`src/rtl/maxpool2d_mem_if.sv`:
```
// Bundle of the maxpool engine's handshake and memory-bus signals.
// The engine connects through the master modport; the memory/control side through the slave modport.
interface maxpool2d_mem_if #(
  parameter int DATA_WIDTH = 32,
  parameter int ADDR_WIDTH = 16
);
  logic                  start;
  logic                  done;
  logic                  valid;
  logic [ADDR_WIDTH-1:0] input_addr;
  logic [DATA_WIDTH-1:0] input_data;
  logic                  input_en;
  logic [ADDR_WIDTH-1:0] output_addr;
  logic [DATA_WIDTH-1:0] output_data;
  logic                  output_we;
  logic                  output_en;

  modport master (
    input  start, input_data,
    output done, valid, input_addr, input_en, output_addr, output_data, output_we, output_en
  );

  modport slave (
    output start, input_data,
    input  done, valid, input_addr, input_en, output_addr, output_data, output_we, output_en
  );
endinterface

```
`src/rtl/maxpool2d_mem.sv`:
```
// 2-D max pooling over an NCHW tensor held in memory: reads K*K elements per window
// one per cycle, keeps a signed running max, writes one result per window.
module maxpool2d_mem #(
  parameter int BATCH_SIZE = 1,
  parameter int CHANNELS   = 2,
  parameter int IN_HEIGHT  = 4,
  parameter int IN_WIDTH   = 4,
  parameter int POOL_SIZE  = 2,
  parameter int STRIDE     = 2,
  parameter int DATA_WIDTH = 32,
  parameter int ADDR_WIDTH = 16
) (
  input  logic             clk,
  input  logic             rst,
  maxpool2d_mem_if.master  bus
);
  localparam int OUT_HEIGHT = (IN_HEIGHT - POOL_SIZE) / STRIDE + 1;
  localparam int OUT_WIDTH  = (IN_WIDTH - POOL_SIZE) / STRIDE + 1;
  localparam int AW         = ADDR_WIDTH;

  localparam logic [AW-1:0] ZERO_A   = {AW{1'b0}};
  localparam logic [AW-1:0] ONE_A    = {{(AW-1){1'b0}}, 1'b1};
  localparam logic [AW-1:0] K_LAST   = AW'(POOL_SIZE - 1);
  localparam logic [AW-1:0] OH_LAST  = AW'(OUT_HEIGHT - 1);
  localparam logic [AW-1:0] OW_LAST  = AW'(OUT_WIDTH - 1);
  localparam logic [AW-1:0] C_LAST   = AW'(CHANNELS - 1);
  localparam logic [AW-1:0] B_LAST   = AW'(BATCH_SIZE - 1);
  localparam logic [AW-1:0] STRIDE_A = AW'(STRIDE);
  localparam logic [AW-1:0] CH_A     = AW'(CHANNELS);
  localparam logic [AW-1:0] IH_A     = AW'(IN_HEIGHT);
  localparam logic [AW-1:0] IW_A     = AW'(IN_WIDTH);
  localparam logic [AW-1:0] OH_A     = AW'(OUT_HEIGHT);
  localparam logic [AW-1:0] OW_A     = AW'(OUT_WIDTH);

  typedef enum logic [2:0] {
    IDLE         = 3'd0,
    INIT_WINDOW  = 3'd1,
    READ_INPUT   = 3'd2,
    WRITE_OUTPUT = 3'd3,
    DONE         = 3'd4
  } state_t;

  state_t                        state_r, state_s;
  logic [AW-1:0]                 b_r, c_r, orow_r, ocol_r, kr_r, kc_r;
  logic signed [DATA_WIDTH-1:0]  max_r;
  logic [AW-1:0]                 plane_s, in_row_s, in_col_s, in_addr_s, out_addr_s;
  logic                          last_k_s, last_win_s;

  // Window geometry and NCHW address arithmetic for the current indices.
  assign plane_s    = b_r * CH_A + c_r;
  assign in_row_s   = orow_r * STRIDE_A + kr_r;
  assign in_col_s   = ocol_r * STRIDE_A + kc_r;
  assign in_addr_s  = (plane_s * IH_A + in_row_s) * IW_A + in_col_s;
  assign out_addr_s = (plane_s * OH_A + orow_r) * OW_A + ocol_r;
  assign last_k_s   = (kr_r == K_LAST) && (kc_r == K_LAST);
  assign last_win_s = (ocol_r == OW_LAST) && (orow_r == OH_LAST) &&
                      (c_r == C_LAST) && (b_r == B_LAST);

  // State register.
  always_ff @(posedge clk) begin
    if (rst) begin
      state_r <= IDLE;
    end else begin
      state_r <= state_s;
    end
  end

  // Next-state logic and state-decoded bus outputs.
  always_comb begin
    state_s         = state_r;
    bus.done        = 1'b0;
    bus.valid       = 1'b0;
    bus.input_en    = 1'b0;
    bus.input_addr  = ZERO_A;
    bus.output_en   = 1'b0;
    bus.output_we   = 1'b0;
    bus.output_addr = ZERO_A;
    bus.output_data = {DATA_WIDTH{1'b0}};
    case (state_r)
      IDLE: begin
        if (bus.start) begin
          state_s = INIT_WINDOW;
        end else begin
          state_s = IDLE;
        end
      end
      INIT_WINDOW: state_s = READ_INPUT;
      READ_INPUT: begin
        bus.input_en   = 1'b1;
        bus.input_addr = in_addr_s;
        if (last_k_s) begin
          state_s = WRITE_OUTPUT;
        end else begin
          state_s = READ_INPUT;
        end
      end
      WRITE_OUTPUT: begin
        bus.output_en   = 1'b1;
        bus.output_we   = 1'b1;
        bus.valid       = 1'b1;
        bus.output_addr = out_addr_s;
        bus.output_data = max_r;
        if (last_win_s) begin
          state_s = DONE;
        end else begin
          state_s = INIT_WINDOW;
        end
      end
      DONE: begin
        bus.done = 1'b1;
        state_s  = IDLE;
      end
      default: state_s = IDLE;
    endcase
  end

  // Window/kernel counters and running max; first element of a window loads unconditionally.
  always_ff @(posedge clk) begin
    if (rst) begin
      b_r    <= ZERO_A;
      c_r    <= ZERO_A;
      orow_r <= ZERO_A;
      ocol_r <= ZERO_A;
      kr_r   <= ZERO_A;
      kc_r   <= ZERO_A;
      max_r  <= {DATA_WIDTH{1'b0}};
    end else begin
      case (state_r)
        IDLE: begin
          if (bus.start) begin
            b_r    <= ZERO_A;
            c_r    <= ZERO_A;
            orow_r <= ZERO_A;
            ocol_r <= ZERO_A;
          end
        end
        INIT_WINDOW: begin
          kr_r <= ZERO_A;
          kc_r <= ZERO_A;
        end
        READ_INPUT: begin
          if ((kr_r == ZERO_A) && (kc_r == ZERO_A)) begin
            max_r <= bus.input_data;
          end else if ($signed(bus.input_data) > max_r) begin
            max_r <= bus.input_data;
          end
          if (kc_r == K_LAST) begin
            kc_r <= ZERO_A;
            kr_r <= kr_r + ONE_A;
          end else begin
            kc_r <= kc_r + ONE_A;
          end
        end
        WRITE_OUTPUT: begin
          if (ocol_r != OW_LAST) begin
            ocol_r <= ocol_r + ONE_A;
          end else begin
            ocol_r <= ZERO_A;
            if (orow_r != OH_LAST) begin
              orow_r <= orow_r + ONE_A;
            end else begin
              orow_r <= ZERO_A;
              if (c_r != C_LAST) begin
                c_r <= c_r + ONE_A;
              end else begin
                c_r <= ZERO_A;
                b_r <= (b_r != B_LAST) ? b_r + ONE_A : ZERO_A;
              end
            end
          end
        end
        default: ;
      endcase
    end
  end
endmodule

```
`src/flat_wrapper.sv`:
```
// flat-port wrapper written by rule: the top's interface ports become plain ports
module maxpool2d_mem_flat 
#(
  parameter int BATCH_SIZE = 1,
  parameter int CHANNELS   = 2,
  parameter int IN_HEIGHT  = 4,
  parameter int IN_WIDTH   = 4,
  parameter int POOL_SIZE  = 2,
  parameter int STRIDE     = 2,
  parameter int DATA_WIDTH = 32,
  parameter int ADDR_WIDTH = 16
)
  (clk, rst, bus_start, bus_input_data, bus_done, bus_valid, bus_input_addr, bus_input_en, bus_output_addr, bus_output_data, bus_output_we, bus_output_en);
  maxpool2d_mem_if #(.DATA_WIDTH(DATA_WIDTH), .ADDR_WIDTH(ADDR_WIDTH)) bus_i ();
  input  logic clk;
  input  logic rst;
  input wire logic [$bits(bus_i.start)-1:0] bus_start;
  input wire logic [$bits(bus_i.input_data)-1:0] bus_input_data;
  output wire logic [$bits(bus_i.done)-1:0] bus_done;
  output wire logic [$bits(bus_i.valid)-1:0] bus_valid;
  output wire logic [$bits(bus_i.input_addr)-1:0] bus_input_addr;
  output wire logic [$bits(bus_i.input_en)-1:0] bus_input_en;
  output wire logic [$bits(bus_i.output_addr)-1:0] bus_output_addr;
  output wire logic [$bits(bus_i.output_data)-1:0] bus_output_data;
  output wire logic [$bits(bus_i.output_we)-1:0] bus_output_we;
  output wire logic [$bits(bus_i.output_en)-1:0] bus_output_en;
  assign bus_i.start = bus_start;
  assign bus_i.input_data = bus_input_data;
  assign bus_done = bus_i.done;
  assign bus_valid = bus_i.valid;
  assign bus_input_addr = bus_i.input_addr;
  assign bus_input_en = bus_i.input_en;
  assign bus_output_addr = bus_i.output_addr;
  assign bus_output_data = bus_i.output_data;
  assign bus_output_we = bus_i.output_we;
  assign bus_output_en = bus_i.output_en;
  maxpool2d_mem #(.BATCH_SIZE(BATCH_SIZE), .CHANNELS(CHANNELS), .IN_HEIGHT(IN_HEIGHT), .IN_WIDTH(IN_WIDTH), .POOL_SIZE(POOL_SIZE), .STRIDE(STRIDE), .DATA_WIDTH(DATA_WIDTH), .ADDR_WIDTH(ADDR_WIDTH)) u_core (.clk(clk), .rst(rst), .bus(bus_i));
endmodule
```
`config.mk`:
```
export PLATFORM = sky130hd
export DESIGN_NAME = maxpool2d_mem_flat
export DESIGN_NICKNAME = d
export VERILOG_FILES = /design/src/rtl/maxpool2d_mem_if.sv /design/src/rtl/maxpool2d_mem.sv /design/src/flat_wrapper.sv
export SDC_FILE = /design/constraint.sdc
export NUM_CORES = 1
export LEC_CHECK = 0
export BUFFER_PORTS_ARGS = -buffer_cell sky130_fd_sc_hd__buf_2
export CORE_ASPECT_RATIO = 0.9
export CORE_MARGIN = 3
export CORE_UTILIZATION = 55
export CTS_BUF_LIST = sky130_fd_sc_hd__clkbuf_16
export DETAILED_ROUTE_END_ITERATION = 12
export PLACE_DENSITY = 0.82
export SETUP_SLACK_MARGIN = 0.4
export SYNTH_ARGS = -nofsm -noshare
export SYNTH_HDL_FRONTEND = slang
export SYNTH_SLANG_ARGS = --single-unit
```
`constraint.sdc`:
```
create_clock -name clk -period 15.48 [get_ports clk]
set_input_delay 3.096 -clock clk [delete_from_list [all_inputs] [get_ports clk]]
set_output_delay 3.096 -clock clk [all_outputs]
set_load 0.05 [all_outputs]
```
==> impl_metrics.py <==
metrics = {
    "synthesis": {
        "synth_area_um2": 10850,
        "ys_ff_latch": 131,
        "synth_warnings": 0,
        "async_flop_share_pct": 0,
        "synth_nets": 1551,
        "synth-xor-area-share_pct": 8.521,
        "syn_avg_cell_area_um2": 7.886,
        "synthCells": 1376,
        "synth_top_family_by_area": "simple AND/OR/NAND/NOR gates",
        "ys_seq_area_share_pct": 24.17,
        "yosys.area_share.simple_pct": 23.63,
        "synth-compound-area-share_pct": 14.86,
        "synth_ff_type": "dfxtp_1",
        "synthAdderAreaFrac_pct": 18.15,
        "yosysUniqueCellTypes": 65,
        "synth_edf_count": 0,
        "muxShareOfSynthArea_pct": 3.240,
    },
    "timing": {
        "finClkSkew_ns": 0.009224,
        "tightest_slew_ns": 1.159,
        "hold_violations": 0,
        "rsz0062_at_grt": "no",
        "finalMaxSlewViolations": 0,
        "tns_ns": 0,
        "fmax_ghz": 0.1102,
        "fin_crit_sh_pct": 58.64,
        "final.min_clock_period_ns": 9.078,
        "setup_viol": 0,
        "relSlewSlack_pct": 22.57,
    },
    "clock_network": {
        "ctsResizeCount": 0,
        "htreeDepth": 4,
        "numCtsBuffers": 17,
        "postCtsSetupBuffers": 0,
        "path_clk_slew_ns": 0.06,
        "cts_hold_buffers": 0,
        "clock_path_buffers": 2,
        "clock_latency_ns": 0.43,
        "root_buffer": "clkbuf_16",
        "cts_tree": "yes",
        "clock_sinks": 131,
    },
    "placed_design": {
        "port_buffers": 103,
        "gp_congestion": 0.9219,
        "dp_cells": 1692,
        "dp_hpwl_um": 21260,
        "place_area_um2": 11530,
    },
    "cells_and_area": {
        "finalNetCount": 1636,
        "stdcell_count": 1723,
        "drive_gt1_share_pct": 10.59,
        "design_area_um2": 12100,
        "final_common_cell": "nor2_1",
        "final_cell_mix": "nor2_1, inv_1, dfxtp_1",
        "antennaDiodeCount": 0,
        "syn_to_final_growth_pct": 11.50,
        "fill_cells": 1644,
    },
    "detailed_routing": {
        "drt_pass1_iterations": 6,
        "remaining_drc_errors": 0,
        "num_vias": 9994,
        "totalWireLength_um": 27890,
        "drtIter0Drc": 914,
        "wl_per_cell_um": 16.19,
        "antenna_left": 0,
        "detail_route.vias_per_cell": 5.800,
    },
    "floorplan": {
        "start_util_pct": 56.29,
        "design.portCount": 104,
        "core_um2": 19280,
        "rows": 48,
        "fp.dieW_um": 154.1,
        "die_y_um": 139.3,
        "dieArea_um2": 21450,
    },
    "outcome": {
        "status": "finished clean",
    },
    "setup_path": {
        "crit_type": "reg2out",
        "worstPathMaxFanout": 6,
        "worst_setup_path_start_kind": "register",
        "cp.required_ns": 12.38,
        "crit_arrival_ns": 5.98,
        "cp-end-kind": "primary output",
    },
    "job": {
        "drv_cap": 0,
    },
    "worst_hold_path": {
        "hp-class": "reg2reg",
    },
    "global_routing": {
        "grt_max_degree": 62,
        "antenna_found_initial": 0,
        "grt.total_usage_pct": 25.53,
        "grt_overflow": 0,
        "first_global_vias": 9371,
        "grt_pass1_wl_um": 45640,
    },
    "pwr": {
        "vdd_drop_max_v": 0.00005856,
        "power_density_nw_per_um2": 69.80,
        "p_leak_nw": 5.402,
        "p_total_uw": 844.5,
    },
}
per-stage QoR:
step / utilization [%] / hold WS [ns] / setup WS [ns]
after floorplan: - / 0.4519 / 7.050
after global placement: 59.83 / 0.4608 / 7.109
after detailed placement: 59.83 / 0.4729 / 6.970
after CTS: 62.76 / 0.4819 / 6.474
after global routing: 62.76 / 0.4962 / 6.031
final: 62.76 / 0.4753 / 6.402
cells in the mapped netlist, drive strengths merged, types with 23 or more instances:
cell type	n	area (um2)
xnor2	60	525.5
nor4	23	143.9
fa	29	580.6
o21ai	54	270.3
nand2b	71	444.2
inv	165	619.3
nand4	27	183.9
nand2	66	247.7
nor2	171	641.9
dfxtp	131	2623
mux2i	34	340.3
ha	111	1389
a21oi	80	407.9
xor2	43	376.6
nand3	33	165.2
clkbuf	32	120.1
nor3	32	165.2
critical path, stage by stage, from the launching register on:
cell and delay (ns):
dfxtp_1 0.45, ha_1 0.29, a21o_1 0.18, a21oi_1 0.23, o21bai_1 0.09, a21oi_1 0.23, o21ai_0 0.25, a21o_1 0.23
a21o_1 0.20, xnor2_1 0.14, fa_1 0.48, inv_1 0.04, ha_1 0.36, inv_1 0.12, nor4_1 0.05, a21oi_1 0.13
o211ai_1 0.11, a311oi_1 0.36, fa_1 0.48, inv_1 0.07, ha_1 0.26, a21o_1 0.19, a31oi_1 0.17, xnor2_1 0.09
nor2_1 0.08, buf_2 0.27
report_power, final:
group	switching (mW)	total (mW)	internal, mW
Sequential	0.00607	0.351	0.345
Combinational	0.0604	0.0966	0.0362
Clock	0.162	0.397	0.235
metal layers:
layer,routed length (um),track usage (%),vias to the layer above
met4,422,6.645,0
met5,0,0,-
met2,12090,39.15,380
li1,-,-,4895
met1,12900,36.03,4679
met3,2471,6.468,40
worst paths after layout:
kind                                  from                              to  slack (ns)  cells past startpoint
min reg2reg  u_core.max_r[13]$_SDFFE_PP0P_   u_core.max_r[13]$_SDFFE_PP0P_        0.48                      2
max             u_core.b_r[1]$_SDFFE_PP0P_              bus_input_addr[15]        6.40                     25
min          u_core.max_r[13]$_SDFFE_PP0P_   u_core.max_r[13]$_SDFFE_PP0P_        0.48                      2
max reg2reg   u_core.state_r[2]$_SDFF_PP0_  u_core.orow_r[15]$_SDFFE_PP0P_       12.13                      8
registers in the layout, summed over array words and instances, names as in the netlist:
register and cells:
u_core.b_r 16, u_core.c_r 16, u_core.kc_r 16, u_core.kr_r 16, u_core.max_r 32, u_core.ocol_r 16
u_core.orow_r 16, u_core.state_r 3
area by class of cell:
type / count / area [um2] / share of cell area (%)
multi-input cells: 1038 / 7430 / 61.41
flip-flops and latches: 131 / 2623 / 21.68
inverters: 166 / 623.1 / 5.150
repair buffers: 107 / 545.5 / 4.509
clock buffers: 17 / 425.4 / 3.516
well taps: 250 / 312.8 / 2.585
clock inverters: 14 / 140.1 / 1.158
cell families (layout without fill, tap and decap cells):
family | count (synthesis) | in the layout
flip-flops | 131 | 131
multiplexers | 35 | 35
AND/OR/NAND/NOR | 506 | 506
XOR/XNOR | 104 | 104
AO/OA/AOI/OAI | 253 | 253
adder cells (fa/ha/maj) | 140 | 140
buffers and inverters | 207 | 304
(Power assumes the default switching activity.)
